$ cat config.mk
export PLATFORM = sky130hd
export DESIGN_NAME = ex_muldiv_unit
export DESIGN_NICKNAME = d
export VERILOG_FILES = /design/src/rtl/ex_muldiv_unit.sv
export SDC_FILE = /design/constraint.sdc
export NUM_CORES = 1
export LEC_CHECK = 0
export CORE_MARGIN = 1
export CORE_UTILIZATION = 45
export CTS_CLUSTER_DIAMETER = 150
export DETAILED_ROUTE_END_ITERATION = 8
export MAX_ROUTING_LAYER = met4
export PLACE_DENSITY_LB_ADDON = 0.05
export SLEW_MARGIN = 20
export SYNTH_ARGS = -nofsm -noshare
export SYNTH_HDL_FRONTEND = slang
export SYNTH_SLANG_ARGS = --single-unit
$ cat constraint.sdc
create_clock -name clk -period 6.6 [get_ports clk]
set_clock_uncertainty 0.2 [all_clocks]
set_input_delay 0.66 -clock clk [delete_from_list [all_inputs] [get_ports clk]]
set_output_delay 0.66 -clock clk [all_outputs]
set_load 0.02 [all_outputs]
$ cat src/rtl/ex_muldiv_unit.sv
// rtl/ex_muldiv_unit.sv - iterative RV32M multiply/divide unit for the EX stage
module ex_muldiv_unit #(
   parameter int FAST_MUL = 0
) (
   input  logic        clk,
   input  logic        rst,
   input  logic [6:0]  ex_opcode,
   input  logic [6:0]  ex_func7,
   input  logic [2:0]  ex_func3,
   input  logic [31:0] ex_op1,
   input  logic [31:0] ex_op2,
   input  logic        ex_forward_pipeline_flush,
   input  logic        ex_kill,
   output logic        muldiv_sel,
   output logic        muldiv_busy,
   output logic        muldiv_done,
   output logic [31:0] muldiv_result
);

   localparam logic [1:0] S_IDLE = 2'd0;
   localparam logic [1:0] S_MUL  = 2'd1;
   localparam logic [1:0] S_DIV  = 2'd2;
   localparam logic [1:0] S_DONE = 2'd3;

   logic [1:0]  state_q, state_d;
   logic [31:0] a_q, a_d;        // |op1|: multiplicand
   logic [31:0] b_q, b_d;        // |op2|: divisor
   logic [63:0] acc_q, acc_d;    // mul: {partial, multiplier}; div: {remainder, dividend/quotient}
   logic [4:0]  cnt_q, cnt_d;
   logic        neg_q, neg_d;
   logic [2:0]  func3_q, func3_d;
   logic        done_q, done_d;
   logic [31:0] result_q, result_d;

   logic        is_m;
   logic        s1, s2, n1, n2, neg_new;
   logic [31:0] abs1, abs2;
   logic [63:0] fast_a, fast_b, fast_p;
   logic [31:0] fast_res;
   logic [32:0] mul_sum;
   logic [63:0] mul_acc, mul_prod;
   logic [32:0] div_rem_sh;
   logic        div_geq;
   logic [31:0] div_rem;
   logic [63:0] div_acc;
   logic [31:0] div_out, div_res;

   assign is_m          = (ex_opcode == 7'b0110011) && (ex_func7 == 7'b0000001)
                          && !ex_forward_pipeline_flush;
   assign muldiv_sel    = is_m;
   assign muldiv_busy   = ((state_q == S_IDLE) && is_m && !ex_kill)
                          || (state_q == S_MUL) || (state_q == S_DIV);
   assign muldiv_done   = done_q;
   assign muldiv_result = result_q;

   // Operand signedness, magnitudes, result sign and one-cycle product
   always_comb begin
      s1 = 1'b0;
      s2 = 1'b0;
      case (ex_func3)
         3'b000, 3'b001, 3'b100, 3'b110: begin s1 = 1'b1; s2 = 1'b1; end
         3'b010:                         begin s1 = 1'b1; s2 = 1'b0; end
         default:                        begin s1 = 1'b0; s2 = 1'b0; end
      endcase
      n1       = s1 & ex_op1[31];
      n2       = s2 & ex_op2[31];
      abs1     = n1 ? -ex_op1 : ex_op1;
      abs2     = n2 ? -ex_op2 : ex_op2;
      // REM takes the dividend's sign; every other signed op uses the xor
      neg_new  = (ex_func3 == 3'b110) ? n1 : (n1 ^ n2);
      fast_a   = {{32{n1}}, ex_op1};
      fast_b   = {{32{n2}}, ex_op2};
      fast_p   = fast_a * fast_b;
      fast_res = (ex_func3[1:0] == 2'b00) ? fast_p[31:0] : fast_p[63:32];
   end

   // One shift-add step and one restoring-division step, plus sign fixup
   always_comb begin
      mul_sum    = {1'b0, acc_q[63:32]} + (acc_q[0] ? {1'b0, a_q} : 33'd0);
      mul_acc    = {mul_sum, acc_q[31:1]};
      mul_prod   = neg_q ? -mul_acc : mul_acc;
      div_rem_sh = acc_q[63:31];
      div_geq    = div_rem_sh >= {1'b0, b_q};
      div_rem    = div_geq ? (div_rem_sh[31:0] - b_q) : div_rem_sh[31:0];
      div_acc    = {div_rem, acc_q[30:0], div_geq};
      div_out    = func3_q[1] ? div_acc[63:32] : div_acc[31:0];
      div_res    = neg_q ? -div_out : div_out;
   end

   // Next-state logic: start, iterate, finish; a kill overrides everything
   always_comb begin
      state_d  = state_q;
      a_d      = a_q;
      b_d      = b_q;
      acc_d    = acc_q;
      cnt_d    = cnt_q;
      neg_d    = neg_q;
      func3_d  = func3_q;
      done_d   = 1'b0;
      result_d = result_q;
      case (state_q)
         S_IDLE: begin
            if (is_m && !ex_kill) begin
               a_d     = abs1;
               b_d     = abs2;
               neg_d   = neg_new;
               func3_d = ex_func3;
               cnt_d   = 5'd0;
               acc_d   = {32'd0, (ex_func3[2] ? abs1 : abs2)};
               if (ex_func3[2] && (ex_op2 == 32'd0)) begin
                  state_d  = S_DONE;
                  done_d   = 1'b1;
                  result_d = ex_func3[1] ? ex_op1 : 32'hFFFFFFFF;
               end else if (ex_func3[2] && !ex_func3[0] && (ex_op1 == 32'h80000000)
                            && (ex_op2 == 32'hFFFFFFFF)) begin
                  state_d  = S_DONE;
                  done_d   = 1'b1;
                  result_d = ex_func3[1] ? 32'd0 : 32'h80000000;
               end else if (!ex_func3[2] && (FAST_MUL != 0)) begin
                  state_d  = S_DONE;
                  done_d   = 1'b1;
                  result_d = fast_res;
               end else begin
                  state_d = ex_func3[2] ? S_DIV : S_MUL;
               end
            end
         end
         S_MUL: begin
            acc_d = mul_acc;
            cnt_d = cnt_q + 5'd1;
            if (cnt_q == 5'd31) begin
               state_d  = S_DONE;
               done_d   = 1'b1;
               result_d = (func3_q[1:0] == 2'b00) ? mul_prod[31:0] : mul_prod[63:32];
            end
         end
         S_DIV: begin
            acc_d = div_acc;
            cnt_d = cnt_q + 5'd1;
            if (cnt_q == 5'd31) begin
               state_d  = S_DONE;
               done_d   = 1'b1;
               result_d = div_res;
            end
         end
         default: begin
            state_d = S_IDLE;
         end
      endcase
      if (ex_kill) begin
         state_d  = S_IDLE;
         done_d   = 1'b0;
         result_d = result_q;
      end
   end

   // State and datapath registers with synchronous reset
   always_ff @(posedge clk) begin
      if (rst) begin
         state_q  <= S_IDLE;
         a_q      <= 32'd0;
         b_q      <= 32'd0;
         acc_q    <= 64'd0;
         cnt_q    <= 5'd0;
         neg_q    <= 1'b0;
         func3_q  <= 3'd0;
         done_q   <= 1'b0;
         result_q <= 32'd0;
      end else begin
         state_q  <= state_d;
         a_q      <= a_d;
         b_q      <= b_d;
         acc_q    <= acc_d;
         cnt_q    <= cnt_d;
         neg_q    <= neg_d;
         func3_q  <= func3_d;
         done_q   <= done_d;
         result_q <= result_d;
      end
   end

endmodule

==> flow_summary.json, run 1 <==
{
  "outcome": "completed",
  "cts_root_buffer": "clkbuf_16",
  "worst_pin_slew_ns": 1.11,
  "dr.first_iter.drc_count": 2338,
  "drt_wl_total_mm": 79.5,
  "netlist_instances": 2393,
  "holdCritPathClass": "reg -> reg",
  "syn-num-nets": 2555,
  "r2r-start": "acc_q[0]$_SDFFE_PP0P_",
  "synth_area_per_cell_sq_um": 7.05,
  "rr_worst_depth": 16,
  "synthTopCellsByArea": "dfxtp_1, a21oi_1, nand2_1",
  "critPathRequiredTime_ns": 6.76,
  "crit_path_start_kind": "register",
  "timing.final.crit_period_ns": 5.76,
  "std_cell_rows": 70,
  "min-delay-start": "b_q[26]$_SDFFE_PP0P_",
  "place.gp.congestion": 1.04,
  "layout.cells.non_filler": 2878,
  "total_power_mw": 2.29,
  "route.detailed.drc": 0,
  "path_max_fanout": 14,
  "final-hold-violation-count": 0,
  "grt_start_max_net_pins": 106,
  "finalSetupViolations": 0,
  "cts_tree": "built",
  "drtAntennaViolNets": 0,
  "area_growth_pct": 11.6,
  "relSlewSlack": 0.255,
  "timing.rr.end": "muldiv_result[27]$_SDFFE_PP0P_",
  "cts_buffers": 17,
  "whs_ns": 0.252,
  "ctsHtreeMaxLevel": 4,
  "grt_pass1_vias": 17667,
  "tns_ns": 0,
  "grt.overflow.total": 0,
  "synth_top_area_share": 0.203,
  "cts_resized": 0,
  "clk_latency_ns": 0.47,
  "slew_viol_final": 0,
  "ir_drop_mv": 0.193,
  "viasPerCell": 6.70,
  "clock.fmax_mhz": 174,
  "synth_ff_type": "dfxtp_1",
  "netlist_top_cells_count": "nand2_1, nor2_1, a21oi_1, dfxtp_1, o21ai_0",
  "cap_violations": 0,
  "synth_edf_count": 0,
  "die-area_sq_um": 38300,
  "yosysMostFrequentCell": "nand2_1",
  "yosysSeqAreaShare": 0.203,
  "num-nets-final": 2555,
  "start_util": 0.459,
  "fp.coreArea_sq_um": 36800,
  "drive_gt1_frac": 0.0574,
  "critical_path_class": "reg -> reg",
  "clk_pin_slew_worst_paths_ns": 0.08,
  "ios": 120,
  "antenna_found_initial": 5,
  "yosysWarnings": 0,
  "netlist_area_sq_um": 16900,
  "startpoint": "acc_q[0]$_SDFFE_PP0P_",
  "cp-endpoint": "muldiv_result[27]$_SDFFE_PP0P_",
  "die_w_um": 196,
  "endpoint_kind": "register",
  "rsz0062_at_grt": "false",
  "synth_top_area_cell": "dfxtp_1",
  "place_inst": 2842,
  "routedWlPerCell_um": 27.6,
  "first_pass_iters": 6,
  "cts_hold_buf": 0,
  "async_reset_ff_frac": 0,
  "synth_cell_types": 100,
  "regToRegSetupSlack_ns": 0.84,
  "yosys_register_bits": 171,
  "cts_setup_buffers": 0,
  "vias": 19287,
  "grt_pass1_wl_mm": 117,
  "dpl.hpwl_mm": 61.4,
  "die_h_um": 196,
  "cts_sinks": 171,
  "power_leakage_nw": 7.19,
  "grtUsageTotal": 0.423,
  "clockBufferDepth": 2,
  "power_density_nw_per_um2": 121,
  "fin_crit_sh": 0.872,
  "numPortBuffers": 119,
  "worstPathArrival_ns": 5.91
}
-- flip-flops by register name (all words and copies together) (netlist names) --
| register | count |
|---|---|
| neg_q | 1 |
| b_q | 32 |
| muldiv_done | 1 |
| acc_q | 64 |
| func3_q | 2 |
| a_q | 32 |
| muldiv_result | 32 |
| cnt_q | 5 |
| state_q | 2 |
-- through the flow --
stage	cell area, sq um	worst slack [ns]	utilization
after CTS	18800	1.01	0.511
after floorplan	16900	1.99	-
after global routing	18800	0.517	0.512
after global placement	18300	0.928	0.497
after detailed placement	18300	0.873	0.497
final	18800	0.844	0.512
-- worst min-delay path by stage --
stage                                      to  slack, ns  depth (start not counted)
3_5_place_dp   muldiv_result[17]$_SDFFE_PP0P_       0.24                          1
4_1_cts                  b_q[26]$_SDFFE_PP0P_       0.25                          2
5_1_grt                  b_q[22]$_SDFFE_PP0P_       0.28                          2
6_report                 b_q[26]$_SDFFE_PP0P_       0.25                          2
3_3_place_gp   muldiv_result[17]$_SDFFE_PP0P_       0.23                          1
2_1_floorplan             a_q[0]$_SDFFE_PP0P_       0.23                          2
-- worst max-delay path, stage by stage, from the launching register on --
cell and delay [ns]:
dfxtp_1 0.43, and2_1 0.20, ha_1 0.21, fa_1 0.42, a21o_1 0.21, a221oi_2 0.68
o211ai_2 0.25, a21oi_1 0.46, xnor2_1 0.29, a211oi_2 0.36, nand4_1 0.36, or4_1 0.61
o31ai_1 0.27, xnor2_1 0.11, o211ai_1 0.22, a21oi_1 0.09, a221o_1 0.27
-- logic make-up (layout without fill, tap and decap cells) --
| family | Yosys count | after routing | synth area share |
|---|---|---|---|
| flip-flops | 171 | 171 | 0.203 |
| other | 0 | 5 | 0 |
| AO/OA/AOI/OAI | 816 | 816 | 0.325 |
| buffers and inverters | 255 | 267 | 0.0592 |
| adder cells (fa/ha/maj) | 77 | 77 | 0.0580 |
| AND/OR/NAND/NOR | 864 | 864 | 0.243 |
| XOR/XNOR | 171 | 171 | 0.0887 |
| multiplexers | 39 | 39 | 0.0236 |
-- where the power goes --
part           internal (mW)  leakage (nW)  switching, mW
Clock                  0.487         0.251          0.496
Sequential              1.03          1.38      0.0000293
Combinational         0.0933          5.56          0.178
-- final cells by class --
| type | count | area (sq um) |
|---|---|---|
| repair buffers | 159 | 1500 |
| clock buffers | 21 | 440 |
| diodes | 5 | 12.5 |
| fillers | 3715 | 17900 |
| inverters | 77 | 289 |
| well taps | 468 | 586 |
| clock inverters | 10 | 83.8 |
| multi-input cells | 1967 | 12500 |
| flip-flops and latches | 171 | 3430 |
-- per-layer routing --
metal | wire [um] | GRT usage | vias to the layer above | part of all wire
met1 | 32800 | 0.543 | 9196 | 0.41
met2 | 33600 | 0.608 | 1140 | 0.42
met5 | 0 | - | - | 0
li1 | - | - | 8768 | -
met3 | 8650 | 0.109 | 183 | 0.11
met4 | 4480 | 0.223 | 0 | 0.056
-- placed cells by master, fill, tap and decap left out, types with 15 or more instances in the layout --
cell and n:
nand2b_1 15, buf_4 40, a21oi_1 226, a21o_1 31
o211ai_1 23, and2_1 49, xnor2_1 93, clkdlybuf4s50_1 117
nor2_1 249, a211oi_1 66, a22o_1 18, nand2_1 276
dfxtp_1 169, nor4_1 24, a22oi_1 57, inv_1 76
mux2i_1 33, o31ai_1 45, nand4_1 29, clkbuf_16 17
nor3_1 70, ha_1 72, a221o_1 19, o21a_1 15
xor2_1 76, o21ai_0 148, a31oi_1 25, nand3_1 46
No activity file was read; power rests on OpenSTA's default activity.
==> run 2, diff against run 1 <==
--- a/config.mk
+++ b/config.mk
@@ -5,10 +5,12 @@
 export SDC_FILE = /design/constraint.sdc
 export NUM_CORES = 1
 export LEC_CHECK = 0
+export CORE_ASPECT_RATIO = 0.7
 export CORE_MARGIN = 1
 export CORE_UTILIZATION = 45
 export CTS_CLUSTER_DIAMETER = 150
 export DETAILED_ROUTE_END_ITERATION = 8
+export HOLD_SLACK_MARGIN = 0.05
 export MAX_ROUTING_LAYER = met4
 export PLACE_DENSITY_LB_ADDON = 0.05
 export SLEW_MARGIN = 20
==> run 2 against run 1 <==
Sequential share of layout area fell by 0.058 points. Cell area rose by 0.32%. Core utilization rose by 0.66 points. Total power rose by 3.4%. Critical path type unchanged. Largest power group is now clock. Critical path depth did not move. Global-route usage rose by 0.35 points. Via count rose by 2.4%.
==> flow_summary.json, run 2 (same netlist as run 1, synthesis figures left out) <==
{
  "area_growth_pct": 12.0,
  "viasPerCell": 6.82,
  "layout.cells.non_filler": 2894,
  "dr.first_iter.drc_count": 3146,
  "slew_viol_final": 0,
  "drtAntennaViolNets": 0,
  "fp.coreArea_sq_um": 36400,
  "path_max_fanout": 11,
  "critical_path_class": "reg -> reg",
  "num-nets-final": 2557,
  "place_inst": 2856,
  "cts_setup_buffers": 0,
  "endpoint_kind": "register",
  "antenna_found_initial": 6,
  "fin_ws_ns": 0.967,
  "grt.overflow.total": 0,
  "ir_drop_mv": 0.142,
  "critPathTopFamily": "compound AO/OA/AOI/OAI gates",
  "holdCritPathClass": "reg -> reg",
  "first_pass_iters": 6,
  "ios": 120,
  "timing.rr.end": "muldiv_result[20]$_SDFFE_PP0P_",
  "fin_crit_sh": 0.853,
  "start_util": 0.463,
  "min-delay-start": "a_q[23]$_SDFFE_PP0P_",
  "outcome": "completed",
  "finalSetupViolations": 0,
  "clock.fmax_mhz": 178,
  "critPathRequiredTime_ns": 6.73,
  "crit_path_start_kind": "register",
  "r2r-start": "acc_q[0]$_SDFFE_PP0P_",
  "tns_ns": 0,
  "grtUsageTotal": 0.427,
  "timing.final.crit_period_ns": 5.63,
  "clockBufferDepth": 2,
  "die-area_sq_um": 38300,
  "largest-register": "acc_q",
  "final-hold-violation-count": 0,
  "routedWlPerCell_um": 27.8,
  "final_cell_mix": "nand2_1, nor2_1, a21oi_1, dfxtp_1, o21ai_0",
  "grt_pass1_wl_mm": 117,
  "cts_hold_buf": 0,
  "place.gp.congestion": 1.08,
  "cts_root_buffer": "clkbuf_16",
  "clk_latency_ns": 0.47,
  "drt_wl_total_mm": 80.4,
  "grt_pass1_vias": 17515,
  "regToRegSetupSlack_ns": 0.97,
  "vias": 19741,
  "power_leakage_nw": 7.21,
  "holdPathStages": 2,
  "die_w_um": 233,
  "clk_pin_slew_worst_paths_ns": 0.08,
  "cts_sinks": 171,
  "crit_path_max_incr_delay_ns": 0.61,
  "numPortBuffers": 119,
  "cts_tree": "built",
  "startpoint": "acc_q[0]$_SDFFE_PP0P_",
  "worst_pin_slew_ns": 1.09,
  "pre_cts_ws_ns": 0.784,
  "std_cell_rows": 58,
  "critPathBufInv": 1,
  "drive_gt1_frac": 0.0594,
  "power_density_nw_per_um2": 125,
  "grt_start_max_net_pins": 79,
  "crit_path_top_delay_cell": "a21oi_1",
  "ctsHtreeMaxLevel": 4,
  "crit_chain": "and2_1 > ha_1 > fa_1 > a21o_1 > a221oi_2 > buf_4 > o21ai_0 > xor2_1 > a211o_1 > nor4b_1 > nand4_1 > o31ai_1 > xor2_1 > o221ai_1 > a21oi_1 > o21ai_0",
  "relSlewSlack": 0.266,
  "cap_violations": 0,
  "route.detailed.drc": 0,
  "dpl.hpwl_mm": 61.7,
  "final_common_cell": "nand2_1",
  "min_to": "a_q[23]$_SDFFE_PP0P_",
  "rsz0062_at_grt": "false",
  "largest_reg_flops": 64,
  "worstPathArrival_ns": 5.76,
  "cts_buffers": 17,
  "rr_worst_depth": 16,
  "die_h_um": 164,
  "cts_resized": 0
}
## run 2: cell types whose count changed in the layout (fill, tap and decap cells not counted), moves of 2 or more
cell      previous run  this run
buf_4               40        42
clkbuf_1             4         0
xnor2_2              2         0
inv_6                4         2
inv_8                1         4
xnor2_1             93        95
## run 2: power breakdown
group	internal (mW)	total [mW]	switching [mW]
clock	0.509	1.05	0.543
combinational	0.0921	0.281	0.189
sequential	1.03	1.03	0.0000305
## run 2: cell type report
cell class / count / area, sq um
clock inverter: 14 / 133
timing repair buffer: 161 / 1510
sequential: 171 / 3430
multi-input combinational: 1967 / 12500
antenna: 6 / 15.0
clock buffer: 18 / 439
tap: 480 / 601
fill: 3627 / 17500
inverter: 77 / 289
## run 2: layer usage
| metal | up-vias | routed length, um | GRT usage |
|---|---|---|---|
| li1 | 8791 | - | - |
| met1 | 9308 | 34700 | 0.601 |
| met2 | 1503 | 30600 | 0.549 |
| met3 | 139 | 12600 | 0.160 |
| met4 | 0 | 2580 | 0.128 |
| met5 | - | 0 | - |
## run 2: worst max path at each step
stage | to | slack [ns] | cells past startpoint
global placement | muldiv_result[29]$_SDFFE_PP0P_ | 0.76 | 15
global route | muldiv_result[29]$_SDFFE_PP0P_ | 0.77 | 15
floorplan | muldiv_result[30]$_SDFFE_PP0P_ | 1.99 | 20
finish | muldiv_result[20]$_SDFFE_PP0P_ | 0.97 | 16
detailed placement | muldiv_result[29]$_SDFFE_PP0P_ | 0.78 | 15
CTS | muldiv_result[27]$_SDFFE_PP0P_ | 1.25 | 14
## run 2: worst reg2reg max path: stages (launching register included)
cell,delay (ns)
dfxtp_1,0.40
and2_1,0.18
ha_1,0.20
fa_1,0.42
a21o_1,0.24
a221oi_2,0.54
buf_4,0.23
o21ai_0,0.12
xor2_1,0.27
a211o_1,0.37
nor4b_1,0.51
nand4_1,0.28
o31ai_1,0.33
xor2_1,0.27
o221ai_1,0.14
a21oi_1,0.61
o21ai_0,0.17
## run 2: metrics by stage
stage / util / instance area, sq um / hold slack [ns] / power (mW)
global placement: 0.503 / 18300 / 0.236 / 1.32
finish: 0.519 / 18900 / 0.251 / 2.36
CTS: 0.518 / 18900 / 0.252 / 2.34
floorplan: - / 16900 / 0.227 / 1.17
global route: 0.519 / 18900 / 0.273 / 2.40
detailed placement: 0.503 / 18300 / 0.243 / 1.32
